[config.mk]
export PLATFORM = sky130hd
export DESIGN_NAME = decoder2to4_seq
export DESIGN_NICKNAME = d
export VERILOG_FILES = /design/src/rtl/decoder2to4_seq.sv
export SDC_FILE = /design/constraint.sdc
export NUM_CORES = 1
export LEC_CHECK = 0
export ABC_AREA = 1
export CORE_MARGIN = 10
export CORE_UTILIZATION = 35
export CTS_CLUSTER_DIAMETER = 100
export DETAILED_ROUTE_END_ITERATION = 12
export GPL_TIMING_DRIVEN = 0
export SLEW_MARGIN = 25
export SYNTH_ARGS = -nofsm -noshare
export SYNTH_HDL_FRONTEND = slang
export SYNTH_SLANG_ARGS = --single-unit
[constraint.sdc]
create_clock -name clk -period 1.2 [get_ports clk]
set_input_delay 0.18 -clock clk [delete_from_list [all_inputs] [get_ports clk]]
set_output_delay 0.18 -clock clk [all_outputs]
set_load 0.01 [all_outputs]
[src/rtl/decoder2to4_seq.sv]
// Sequenced 2-to-4 decoder: an accepted code drives one registered line for
// PULSE_LEN cycles, then a one-cycle gap, before the next code is taken.
//
//  state | meaning
//  IDLE  | ready; accepts a code when in_valid is high
//  DRIVE | selected line held high while the down-counter runs out
//  GAP   | all lines low for one cycle before returning to IDLE
module decoder2to4_seq #(
    parameter int PULSE_LEN = 4
) (
    input  logic       clk,
    input  logic       rst_n,
    input  logic       y1,
    input  logic       y0,
    input  logic       in_valid,
    output logic       in_ready,
    output logic       w3,
    output logic       w2,
    output logic       w1,
    output logic       w0,
    output logic       busy,
    output logic [7:0] acc_cnt
);

    typedef enum logic [1:0] {
        IDLE  = 2'd0,
        DRIVE = 2'd1,
        GAP   = 2'd2
    } state_t;

    localparam logic [3:0] LOAD = 4'(PULSE_LEN - 1);

    state_t     state_q, state_d;
    logic [3:0] cnt_q, cnt_d;
    logic [1:0] code_q, code_d;
    logic [3:0] w_q, w_d;
    logic [7:0] acc_q, acc_d;
    logic       accept;

    function automatic logic [3:0] onehot(input logic [1:0] code);
        logic [3:0] r;
        r = 4'b0000;
        case (code)
            2'd0:    r = 4'b0001;
            2'd1:    r = 4'b0010;
            2'd2:    r = 4'b0100;
            default: r = 4'b1000;
        endcase
        return r;
    endfunction

    always_ff @(posedge clk or negedge rst_n) begin
        if (!rst_n) begin
            state_q <= IDLE;
        end else begin
            state_q <= state_d;
        end
    end

    always_comb begin
        state_d = state_q;
        case (state_q)
            IDLE:    if (accept) state_d = DRIVE;
            DRIVE:   if (cnt_q == 4'd0) state_d = GAP;
            GAP:     state_d = IDLE;
            default: state_d = IDLE;
        endcase
    end

    always_comb begin
        in_ready = (state_q == IDLE);
        busy     = (state_q != IDLE);
    end

    assign accept = in_valid && in_ready;

    // The line register is loaded from the live inputs only on the accepting
    // edge; afterwards the captured code alone keeps it asserted.
    always_comb begin
        cnt_d  = cnt_q;
        code_d = code_q;
        w_d    = 4'b0000;
        acc_d  = acc_q;
        if (accept) begin
            cnt_d  = LOAD;
            code_d = {y1, y0};
            w_d    = onehot({y1, y0});
            if (acc_q != 8'hFF) acc_d = acc_q + 8'd1;
        end else if (state_q == DRIVE && cnt_q != 4'd0) begin
            cnt_d = cnt_q - 4'd1;
            w_d   = onehot(code_q);
        end
    end

    always_ff @(posedge clk or negedge rst_n) begin
        if (!rst_n) begin
            cnt_q  <= 4'd0;
            code_q <= 2'd0;
            w_q    <= 4'b0000;
            acc_q  <= 8'd0;
        end else begin
            cnt_q  <= cnt_d;
            code_q <= code_d;
            w_q    <= w_d;
            acc_q  <= acc_d;
        end
    end

    assign {w3, w2, w1, w0} = w_q;
    assign acc_cnt          = acc_q;

endmodule

Yosys cells after proc, flatten, opt, wreduce, memory -nomap -nowiden
Index checks and enable logic that the tools add are counted.
W data, S select, Z words.
{ "word_totals": {"regBits": 20, "inputBits": 5, "out_inout_bits": 14, "elab_cells": 35} }
{ "classes": {"addsub": 2, "eq_ne": 8, "mux": 9, "reduce_logical": 11} }
{ "op_table": {"columns": ["operator", "n"], "rows": [
  ["$pmux W4 S3", 2],
  ["$mux W4", 4],
  ["$add A8 B1 Y8 const B", 1],
  ["$ne A8 B8 Y1 const B", 1],
  ["$eq A2 B1 Y1 const B", 3],
  ["$logic_not A2 Y1", 3],
  ["$eq A2 B2 Y1 const B", 2],
  ["$logic_not A4 Y1", 1],
  ["$mux W2", 2],
  ["$pmux W2 S2", 1],
  ["$reduce_and A2 Y1", 2],
  ["$reduce_bool A2 Y1", 2],
  ["$reduce_bool A4 Y1", 1],
  ["$sub A4 B1 Y4 const B", 1],
  ["$logic_and A1 B1 Y1", 2],
  ["$ne A2 B1 Y1 const B", 1],
  ["$ne A2 B2 Y1 const B", 1]
]} }

Longest topological paths before layout
Gate-level depths: netlist of run 1.
{ "logic_depth": {"word_depth": 4, "depth_mapped": 8, "ltp_nobuf": 8} }

Worst setup path after synthesis of run 1
No wires, ideal clock.
{ "synth_timing": {"path_type": "flip-flop to flip-flop", "startpoint": "register acc_q[0] (netlist: acc_cnt[0])", "endpoint": "register acc_q[2] (netlist: acc_cnt[2])", "setup_ps": 122, "arrival_ps": 1156, "setup_slack_ps": -77, "stages_incl_launch_ff": 8, "n_path_buf": 0, "synth_period_minus_slack_ps": 1277, "path_cell_list": "dfrtp_1 -> ha_1 -> nand3_2 -> clkinv_1 -> nand2_2 -> nand2_8 -> nand2_1 -> o21ai_2"} }
{ "synth_via": {"elab_chain_len": 2, "word_cells_on_any_way": 3, "classes_between": "1 x add/sub; 1 x eq/ne; 1 x reduce/logical"} }
{ "synth_lines": {"columns": ["element", "line", "rtl"], "rows": [
  ["start, declared", "37", "logic [7:0] acc_q, acc_d;"],
  ["start signal, assigned", "100", "acc_q <= 8'd0;"],
  ["start signal, assigned", "105", "acc_q <= acc_d;"],
  ["parallel branches: the longest is 2 deep, another holds $add A8 B1 Y8", null, null]
]} }
Several ways; the timed one is not identified.
A chain may end at the register's enable or synchronous reset.

Final worst setup path of run 1
{ "layout_timing": {"startpoint": "register acc_q[0] (netlist: acc_cnt[0])", "endpoint": "register acc_q[7] (netlist: acc_cnt[7])"} }
Same word-level chain as after synthesis.

==> flow_summary.html, run 1 <==
<table>
<tr><th>Metric</th><th>Value</th></tr>
<tr><th colspan="2">Outcome</th></tr>
<tr><td>Run status</td><td>finished, violations left</td></tr>
<tr><td>Violations in the final reports</td><td>negative setup slack</td></tr>
<tr><th colspan="2">Final layout</th></tr>
<tr><td>End-of-flow core utilization</td><td>~57%</td></tr>
<tr><td>Fraction of final layout cells with drive strength greater than 1</td><td>37.6%</td></tr>
<tr><td>Area of the multi-input gates</td><td>597 µm²</td></tr>
<tr><td>Fin area</td><td>1600 µm²</td></tr>
<tr><td>Non-filler cells in the finished layout</td><td>201</td></tr>
<tr><td>Synthesis-to-layout area growth</td><td>52.7%</td></tr>
<tr><td>Count of inserted antenna diode cells</td><td>0</td></tr>
<tr><td># fillers</td><td>254</td></tr>
<tr><td>Number of nets in the layout</td><td>roughly 180</td></tr>
<tr><td>Area used by sequential logic in the layout</td><td>505 µm²</td></tr>
<tr><th colspan="2">Timing</th></tr>
<tr><td>Highest clock rate</td><td>794 MHz</td></tr>
<tr><td>Total negative setup slack</td><td>-0.359 ns</td></tr>
<tr><td>Finish-stage setup viols</td><td>8</td></tr>
<tr><td>Final critical-path share of the clock period</td><td>105%</td></tr>
<tr><td>Post-route clock skew</td><td>approximately 0.0009 ns</td></tr>
<tr><td>Final max-slew violation count</td><td>0</td></tr>
<tr><td>Setup WS post-layout</td><td>-0.0602 ns</td></tr>
<tr><td>Minimum clock period</td><td>between 1 and 1.5 ns</td></tr>
<tr><td>Slew at the pin with the worst max-slew slack</td><td>0.450 ns</td></tr>
<tr><td>RSZ-0062 raised after global routing</td><td>true</td></tr>
<tr><td>Final hold viol count</td><td>0</td></tr>
<tr><td>Worst slew margin relative to its limit</td><td>roughly 70%</td></tr>
<tr><th colspan="2">Placed design</th></tr>
<tr><td>Placed cell count</td><td>~180</td></tr>
<tr><td>Post-placement worst setup slack</td><td>-0.226 ns</td></tr>
<tr><td>Placer Congestion</td><td>0.759</td></tr>
<tr><td>Half-perimeter wire length of the detailed placement result</td><td>1600 µm</td></tr>
<tr><td>Cell area after placement</td><td>between 1000 and 1500 µm²</td></tr>
<tr><td>IO Port Bufs</td><td>18</td></tr>
<tr><th colspan="2">Floorplan</th></tr>
<tr><td>Total core area</td><td>between 2000 and 3000 µm²</td></tr>
<tr><td>Die Outline Area</td><td>5580 µm²</td></tr>
<tr><td>Die span in x</td><td>approximately 75 µm</td></tr>
<tr><td>Core Rows</td><td>19</td></tr>
<tr><td>Number of top-level design ports</td><td>19</td></tr>
<tr><td>Effective utilization at floorplan</td><td>roughly 37%</td></tr>
<tr><td>Die extent in y</td><td>roughly 75 µm</td></tr>
<tr><th colspan="2">GRT</th></tr>
<tr><td>Global-route usage over all layers</td><td>9.29%</td></tr>
<tr><td>First-pass GRT wire length</td><td>4060 µm</td></tr>
<tr><td>Maximum number of pins on one net before global-route repair</td><td>21</td></tr>
<tr><td>Total congestion overflow after global routing</td><td>0</td></tr>
<tr><td>Initial antenna violation count</td><td>0</td></tr>
<tr><td>Vias in the first global route</td><td>between 900 and 1000</td></tr>
<tr><th colspan="2">CTS</th></tr>
<tr><td>TritonCTS Sinks</td><td>20</td></tr>
<tr><td>Buffer type at the clock tree root</td><td>clkbuf_4</td></tr>
<tr><td>Clock transition at the registers of the reported paths</td><td>between 0.1 and 0.15 ns</td></tr>
<tr><td>Latest clock arrival within the worst-skew pair</td><td>0.30 ns</td></tr>
<tr><td>Clock tree from TritonCTS</td><td>yes</td></tr>
<tr><td>Max Root-Sink Buffers</td><td>2</td></tr>
<tr><td>Maximum level of the CTS H-tree</td><td>1</td></tr>
<tr><td>Cts bufs inserted</td><td>3</td></tr>
<tr><th colspan="2">Detailed routing</th></tr>
<tr><td>Met2 WL post-DR</td><td>1200 µm</td></tr>
<tr><td>Iteration count of the initial detailed-routing pass</td><td>5</td></tr>
<tr><td>Drt drc</td><td>0</td></tr>
<tr><td>Number of nets with antenna violations after routing</td><td>0</td></tr>
<tr><td>Uppermost routed layer</td><td>met4</td></tr>
<tr><td>Avg WL per Cell</td><td>12.2 µm</td></tr>
<tr><td>Routed WL</td><td>2450 µm</td></tr>
<tr><td>Initial detailed-routing violation count</td><td>10</td></tr>
<tr><td>Routed length on met3</td><td>169 µm</td></tr>
<tr><td>DRT met1 WL</td><td>1050 µm</td></tr>
<tr><td>Post-detailed-route via-to-cell ratio</td><td>4.73</td></tr>
<tr><td>Total number of vias</td><td>950</td></tr>
<tr><th colspan="2">Pwr</th></tr>
<tr><td>Peak supply drop</td><td>1000 µV</td></tr>
<tr><td>Static leakage power</td><td>0.783 nW</td></tr>
<tr><td>Power per cell area</td><td>between 2000 and 2500 nW/µm²</td></tr>
<tr><th colspan="2">Logic synthesis</th></tr>
<tr><td>Flip-flop and latch count after synthesis</td><td>20</td></tr>
<tr><td>Synthesized area</td><td>between 1000 and 1500 µm²</td></tr>
<tr><td>Proportion of register bits with asynchronous set or reset after synthesis</td><td>100%</td></tr>
<tr><td>Number of enable-type register cells in the synthesized netlist</td><td>0</td></tr>
<tr><td>Net count after synthesis</td><td>136</td></tr>
<tr><td>Yosys cell types</td><td>22</td></tr>
<tr><td>Most used DFF post-synth</td><td>dfrtp_1</td></tr>
<tr><td>Count of mapped cells out of synthesis</td><td>128</td></tr>
<tr><td>Count of yosys warnings during synthesis</td><td>0</td></tr>
<tr><td>Dominant cells by area after synthesis</td><td>dfrtp_1 (48%), nand2_1 (17%), nand3_1 (4.3%), inv_1 (4.3%), ha_1 (3.6%)</td></tr>
<tr><td>Area share of the leading cell type in the synthesized netlist</td><td>47.8%</td></tr>
<tr><td>Commonest cells in the netlist</td><td>nand2_1 (47), dfrtp_1 (20), inv_1 (12), nand3_1 (9), nor2_1 (7)</td></tr>
<tr><td>Cell type contributing the most total cell area after synthesis</td><td>dfrtp_1</td></tr>
<tr><td>Fraction of the yosys area taken by sequential cells</td><td>between 40% and 50%</td></tr>
<tr><td>Syn avg cell area</td><td>8.18 µm²</td></tr>
<tr><td>Count leader, synth</td><td>nand2_1</td></tr>
<tr><th colspan="2">Worst setup path</th></tr>
<tr><td>Critical path's largest stage delay</td><td>0.43 ns</td></tr>
<tr><td>Largest delay contributor family on the critical path</td><td>flip-flops</td></tr>
<tr><td>Launch point of the worst reg-to-reg path</td><td>acc_cnt[0]</td></tr>
<tr><td>Startpoint type of the worst setup path</td><td>register</td></tr>
<tr><td>Data required, critical path</td><td>1.41 ns</td></tr>
<tr><td>Category of the worst setup path capture point</td><td>register</td></tr>
<tr><td>Worst Path Arrival</td><td>about 1.5 ns</td></tr>
<tr><td>Worst path slowest cell</td><td>dfrtp_2</td></tr>
<tr><td>Critical path, cell by cell</td><td>buf_6, ha_4, nand3_4, clkinv_4, nand2_8, nand2_8, nand2_1, nand2_1</td></tr>
<tr><td>Slack of the worst reg-to-reg path</td><td>-0.06 ns</td></tr>
<tr><td>Reg-to-Reg End</td><td>acc_cnt[7]</td></tr>
<tr><td>Register-to-Register Path Depth</td><td>8</td></tr>
<tr><td>Worst setup path category</td><td>reg2reg</td></tr>
<tr><td>Worst-path maximum fanout</td><td>5</td></tr>
<tr><td>Buffers plus inverters on the worst setup path</td><td>2</td></tr>
<tr><th colspan="2">Flow run</th></tr>
<tr><td>Max cap viols</td><td>0</td></tr>
<tr><th colspan="2">Hold path</th></tr>
<tr><td>Min-delay worst type</td><td>in2async</td></tr>
</table>
## per-stage QoR
| stage | hold slack (ns) | power [W] |
|---|---|---|
| after detailed placement | 0.484 | 0.00264 |
| after global placement | 0.485 | 0.00259 |
| after global routing | 0.388 | 0.00388 |
| after floorplan | -0.116 | 0.00207 |
| after CTS | 0.409 | 0.00323 |
| final | 0.341 | 0.00359 |
## cell type report
type | count | area share [%]
multi-input cells | 92 | 37.3
flip-flops and latches | 20 | 31.6
repair buffers | 36 | 20.0
inverters | 17 | 6.03
well taps | 31 | 2.43
clock buffers | 4 | 2.27
repair inverters | 1 | 0.391
## cells in the final DEF (no fill, tap or decap), drive strengths merged
cell | netlist | routed
nand3 | 10 | 10
o21ai | 8 | 8
clkdlybuf4s15 | 0 | 7
clkbuf | 0 | 4
dfrtp | 20 | 20
clkdlybuf4s50 | 0 | 3
buf | 0 | 21
dlygate4sd3 | 0 | 1
xor2 | 2 | 2
inv | 15 | 15
xnor2 | 2 | 2
nor2 | 10 | 10
nand4 | 2 | 2
clkinv | 2 | 3
dlygate4sd2 | 0 | 4
nand2 | 54 | 55
ha | 3 | 3
## cell families (layout without fill, tap and decap cells)
logic type                 Yosys count  in the layout  share of synthesized area, %
adders and majority gates            3              3                          3.58
DFF                                 20             20                          47.8
buffers and inverters               17             58                          7.05
xor gates and xnor gates             4              4                          3.35
and+or+nand+nor                     76             77                          34.0
AOI/OAI and AO/OA                    8              8                          4.18
## report_power, final
part	switching, W	internal (W)
logic	0.00115	0.000964
registers	0.000150	0.000926
clock network	0.000217	0.000185
## metal layers
metal / vias up / GRT usage (%)
met1: 446 / 10.8
met4: 0 / 1.89
met3: 4 / 4.07
li1: 481 / -
met2: 19 / 15.6
met5: - / 0
## registers in the layout, indices dropped and copies added (netlist names)
register	cells
w_q	4
state_q	2
acc_cnt	8
cnt_q	4
code_q	2
## worst register-to-register path, stage by stage (launching register included)
cell	delay, ns
dfrtp_2	0.43
buf_6	0.12
ha_4	0.16
nand3_4	0.08
clkinv_4	0.07
nand2_8	0.08
nand2_8	0.08
nand2_1	0.08
nand2_1	0.06
## repair_timing
action                                 in CTS  in global routing
hold buffers                                0                  1
cloned                                      1                  1
setup endpoints to repair                  27                 23
setup buffers                              14                  3
pin swaps                                   8                  9
endpoints found under the hold margin       0                 20
resized for setup                          37                 30
## how the worst max path moves through the flow
stage | start | endpoint | slack, ns | depth (start not counted)
detailed placement | rst_n | acc_cnt[1] | -0.23 | 1
CTS | state_q[1] | in_ready | -0.08 | 2
floorplan | acc_cnt[0] | acc_cnt[2] | 0.005 | 7
global placement | rst_n | acc_cnt[1] | -0.24 | 1
global route | acc_cnt[0] | acc_cnt[0] | -0.10 | 9
finish | acc_cnt[0] | acc_cnt[7] | -0.06 | 8
No activity file was read; power rests on OpenSTA's default activity.
==> inputs of run 2 (changes only) <==
- CAP_MARGIN: unset -> 20
==> results of run 2 <==
No change in the layout: final DEF, timing and power equal those of run 1.
==> inputs of run 3 (changes only) <==
- DONT_BUFFER_PORTS: unset -> 1
==> flow_summary.html, run 3 (synthesis gave the netlist of run 1 again) <==
<table>
<tr><th>Metric</th><th>Value</th></tr>
<tr><th colspan="2">Outcome</th></tr>
<tr><td>Run status</td><td>finished, violations left</td></tr>
<tr><td>Violations in the final reports</td><td>negative setup slack</td></tr>
<tr><th colspan="2">Timing</th></tr>
<tr><td>Worst-case hold slack</td><td>0.0164 ns</td></tr>
<tr><td>Final critical-path share of the clock period</td><td>104%</td></tr>
<tr><td>Setup WS post-layout</td><td>-0.0451 ns</td></tr>
<tr><td>Finish-stage setup viols</td><td>7</td></tr>
<tr><td>Final max-slew violation count</td><td>0</td></tr>
<tr><td>Final hold viol count</td><td>0</td></tr>
<tr><td>RSZ-0062 raised after global routing</td><td>true</td></tr>
<tr><td>Post-route clock skew</td><td>between 0.002 and 0.0025 ns</td></tr>
<tr><td>Slew at the pin with the worst max-slew slack</td><td>0.898 ns</td></tr>
<tr><td>Total negative setup slack</td><td>-0.231 ns</td></tr>
<tr><td>Minimum clock period</td><td>1.25 ns</td></tr>
<tr><td>Highest clock rate</td><td>approximately 800 MHz</td></tr>
<tr><td>Worst slew margin relative to its limit</td><td>40.2%</td></tr>
<tr><th colspan="2">Placed design</th></tr>
<tr><td>Half-perimeter wire length of the detailed placement result</td><td>approximately 1500 µm</td></tr>
<tr><td>IO Port Bufs</td><td>0</td></tr>
<tr><td>Cell area after placement</td><td>1100 µm²</td></tr>
<tr><td>Placer Congestion</td><td>0.768</td></tr>
<tr><th colspan="2">Floorplan</th></tr>
<tr><td>Number of top-level design ports</td><td>19</td></tr>
<tr><td>Die extent in y</td><td>74.7 µm</td></tr>
<tr><td>Die Outline Area</td><td>5580 µm²</td></tr>
<tr><td>Total core area</td><td>2810 µm²</td></tr>
<tr><td>Die span in x</td><td>74.7 µm</td></tr>
<tr><td>Effective utilization at floorplan</td><td>37.3%</td></tr>
<tr><td>Core Rows</td><td>19</td></tr>
<tr><th colspan="2">Final layout</th></tr>
<tr><td>Most common library cell in the layout ignoring fill and taps</td><td>nand2_1</td></tr>
<tr><td>Number of nets in the layout</td><td>150</td></tr>
<tr><td>Count of inserted antenna diode cells</td><td>0</td></tr>
<tr><td>Fin area</td><td>1330 µm²</td></tr>
<tr><td>Synthesis-to-layout area growth</td><td>27.0%</td></tr>
<tr><td>Fraction of final layout cells with drive strength greater than 1</td><td>around a third</td></tr>
<tr><td>Area of the multi-input gates</td><td>between 500 and 600 µm²</td></tr>
<tr><td>Area used by sequential logic in the layout</td><td>510 µm²</td></tr>
<tr><td># fillers</td><td>271</td></tr>
<tr><td>Most used cells in the layout excluding fill and tap cells</td><td>nand2_1 (43), dfrtp_1 (12), inv_1 (9), nand3_1 (9), dfrtp_2 (8)</td></tr>
<tr><td>Max reg flops</td><td>8</td></tr>
<tr><th colspan="2">Worst setup path</th></tr>
<tr><td>Category of the worst setup path capture point</td><td>register</td></tr>
<tr><td>Data required, critical path</td><td>1.45 ns</td></tr>
<tr><td>Worst setup path category</td><td>reg2reg</td></tr>
<tr><td>Worst Path Arrival</td><td>~1.5 ns</td></tr>
<tr><td>Origin of the worst setup path</td><td>acc_cnt[0]</td></tr>
<tr><td>Worst-path maximum fanout</td><td>6</td></tr>
<tr><td>Launch point of the worst reg-to-reg path</td><td>acc_cnt[0]</td></tr>
<tr><td>Slack of the worst reg-to-reg path</td><td>-0.05 ns</td></tr>
<tr><td>Startpoint type of the worst setup path</td><td>register</td></tr>
<tr><th colspan="2">Detailed routing</th></tr>
<tr><td>Number of nets with antenna violations after routing</td><td>0</td></tr>
<tr><td>Total number of vias</td><td>about 850</td></tr>
<tr><td>Post-detailed-route via-to-cell ratio</td><td>4.97</td></tr>
<tr><td>Avg WL per Cell</td><td>12.8 µm</td></tr>
<tr><td>Initial detailed-routing violation count</td><td>13</td></tr>
<tr><td>Iteration count of the initial detailed-routing pass</td><td>4</td></tr>
<tr><td>Routed WL</td><td>2200 µm</td></tr>
<tr><td>Drt drc</td><td>0</td></tr>
<tr><th colspan="2">GRT</th></tr>
<tr><td>First-pass GRT wire length</td><td>3770 µm</td></tr>
<tr><td>Initial antenna violation count</td><td>0</td></tr>
<tr><td>Total congestion overflow after global routing</td><td>0</td></tr>
<tr><td>Global-route usage over all layers</td><td>about 8.4%</td></tr>
<tr><td>Vias in the first global route</td><td>815</td></tr>
<tr><td>Maximum number of pins on one net before global-route repair</td><td>21</td></tr>
<tr><th colspan="2">CTS</th></tr>
<tr><td>Clock tree from TritonCTS</td><td>yes</td></tr>
<tr><td>Buffer type at the clock tree root</td><td>clkbuf_4</td></tr>
<tr><td>Maximum level of the CTS H-tree</td><td>1</td></tr>
<tr><td>Latest clock arrival within the worst-skew pair</td><td>0.30 ns</td></tr>
<tr><td>Cts bufs inserted</td><td>3</td></tr>
<tr><td>Clock transition at the registers of the reported paths</td><td>0.12 ns</td></tr>
<tr><td>Max Root-Sink Buffers</td><td>2</td></tr>
<tr><td>TritonCTS Sinks</td><td>20</td></tr>
<tr><th colspan="2">Hold path</th></tr>
<tr><td>Min-delay worst type</td><td>in2reg</td></tr>
<tr><td>HP Start</td><td>y1</td></tr>
<tr><th colspan="2">Pwr</th></tr>
<tr><td>Static leakage power</td><td>0.629 nW</td></tr>
<tr><td>Peak supply drop</td><td>637 µV</td></tr>
<tr><td>Power per cell area</td><td>2450 nW/µm²</td></tr>
<tr><th colspan="2">Flow run</th></tr>
<tr><td>Max cap viols</td><td>0</td></tr>
</table>
run 3: stage by stage:
step	total power [W]	std cells	worst slack, ns	utilization (%)
final	0.00326	172	-0.0451	47.4
after global routing	0.00353	172	-0.117	47.4
after CTS	0.00298	168	-0.0611	44.2
after detailed placement	0.00231	159	-0.0948	39.3
after global placement	0.00225	159	-0.0721	39.3
after floorplan	0.00207	128	0.00495	-
run 3: final timing paths:
kind	to	cells past startpoint
min in group asynchronous	w_q[0]	1
min reg2reg	cnt_q[0]	2
max	acc_cnt[3]	8
min	w_q[2]	2
max reg2reg	acc_cnt[3]	8
max in group asynchronous	acc_cnt[3]	1
run 3: worst max-delay path, cell delays in order (launching register included):
cell	delay [ns]
dfrtp_2	0.49
ha_4	0.19
nand3_4	0.11
clkinv_4	0.07
nand2_8	0.08
nand2_8	0.07
inv_8	0.07
nand2_1	0.05
nand2_1	0.06
run 3: cell type report:
cell class              count  area share, %
multi-input cells          92           42.3
flip-flops and latches     20           38.4
inverters                  17           6.87
repair buffers              8           5.55
well taps                  31           2.92
clock inverters             1           2.26
clock buffers               3           1.69
run 3: report_power, final:
part / leakage, nW / total, W / switching (W) / internal [W]
Clock: 0.0279 / 0.000565 / 0.000228 / 0.000337
Sequential: 0.248 / 0.00126 / 0.000322 / 0.000934
Combinational: 0.354 / 0.00144 / 0.000839 / 0.000601
run 3: timing repair:
action	in CTS	in global routing
endpoints found under the setup margin	14	21
pin swaps	4	3
hold buffers	3	0
setup buffers	1	4
endpoints found under the hold margin	22	0
resized for setup	11	19
gates cloned	1	0
run 3: routing by layer:
metal  part of all wire, %  track usage, %  vias up
li1                      -               -      427
met1                    40            10.0      396
met2                    51            13.9       29
met3                   8.5            3.02        2
met4                  0.64            2.52        0
met5                     0               0        -
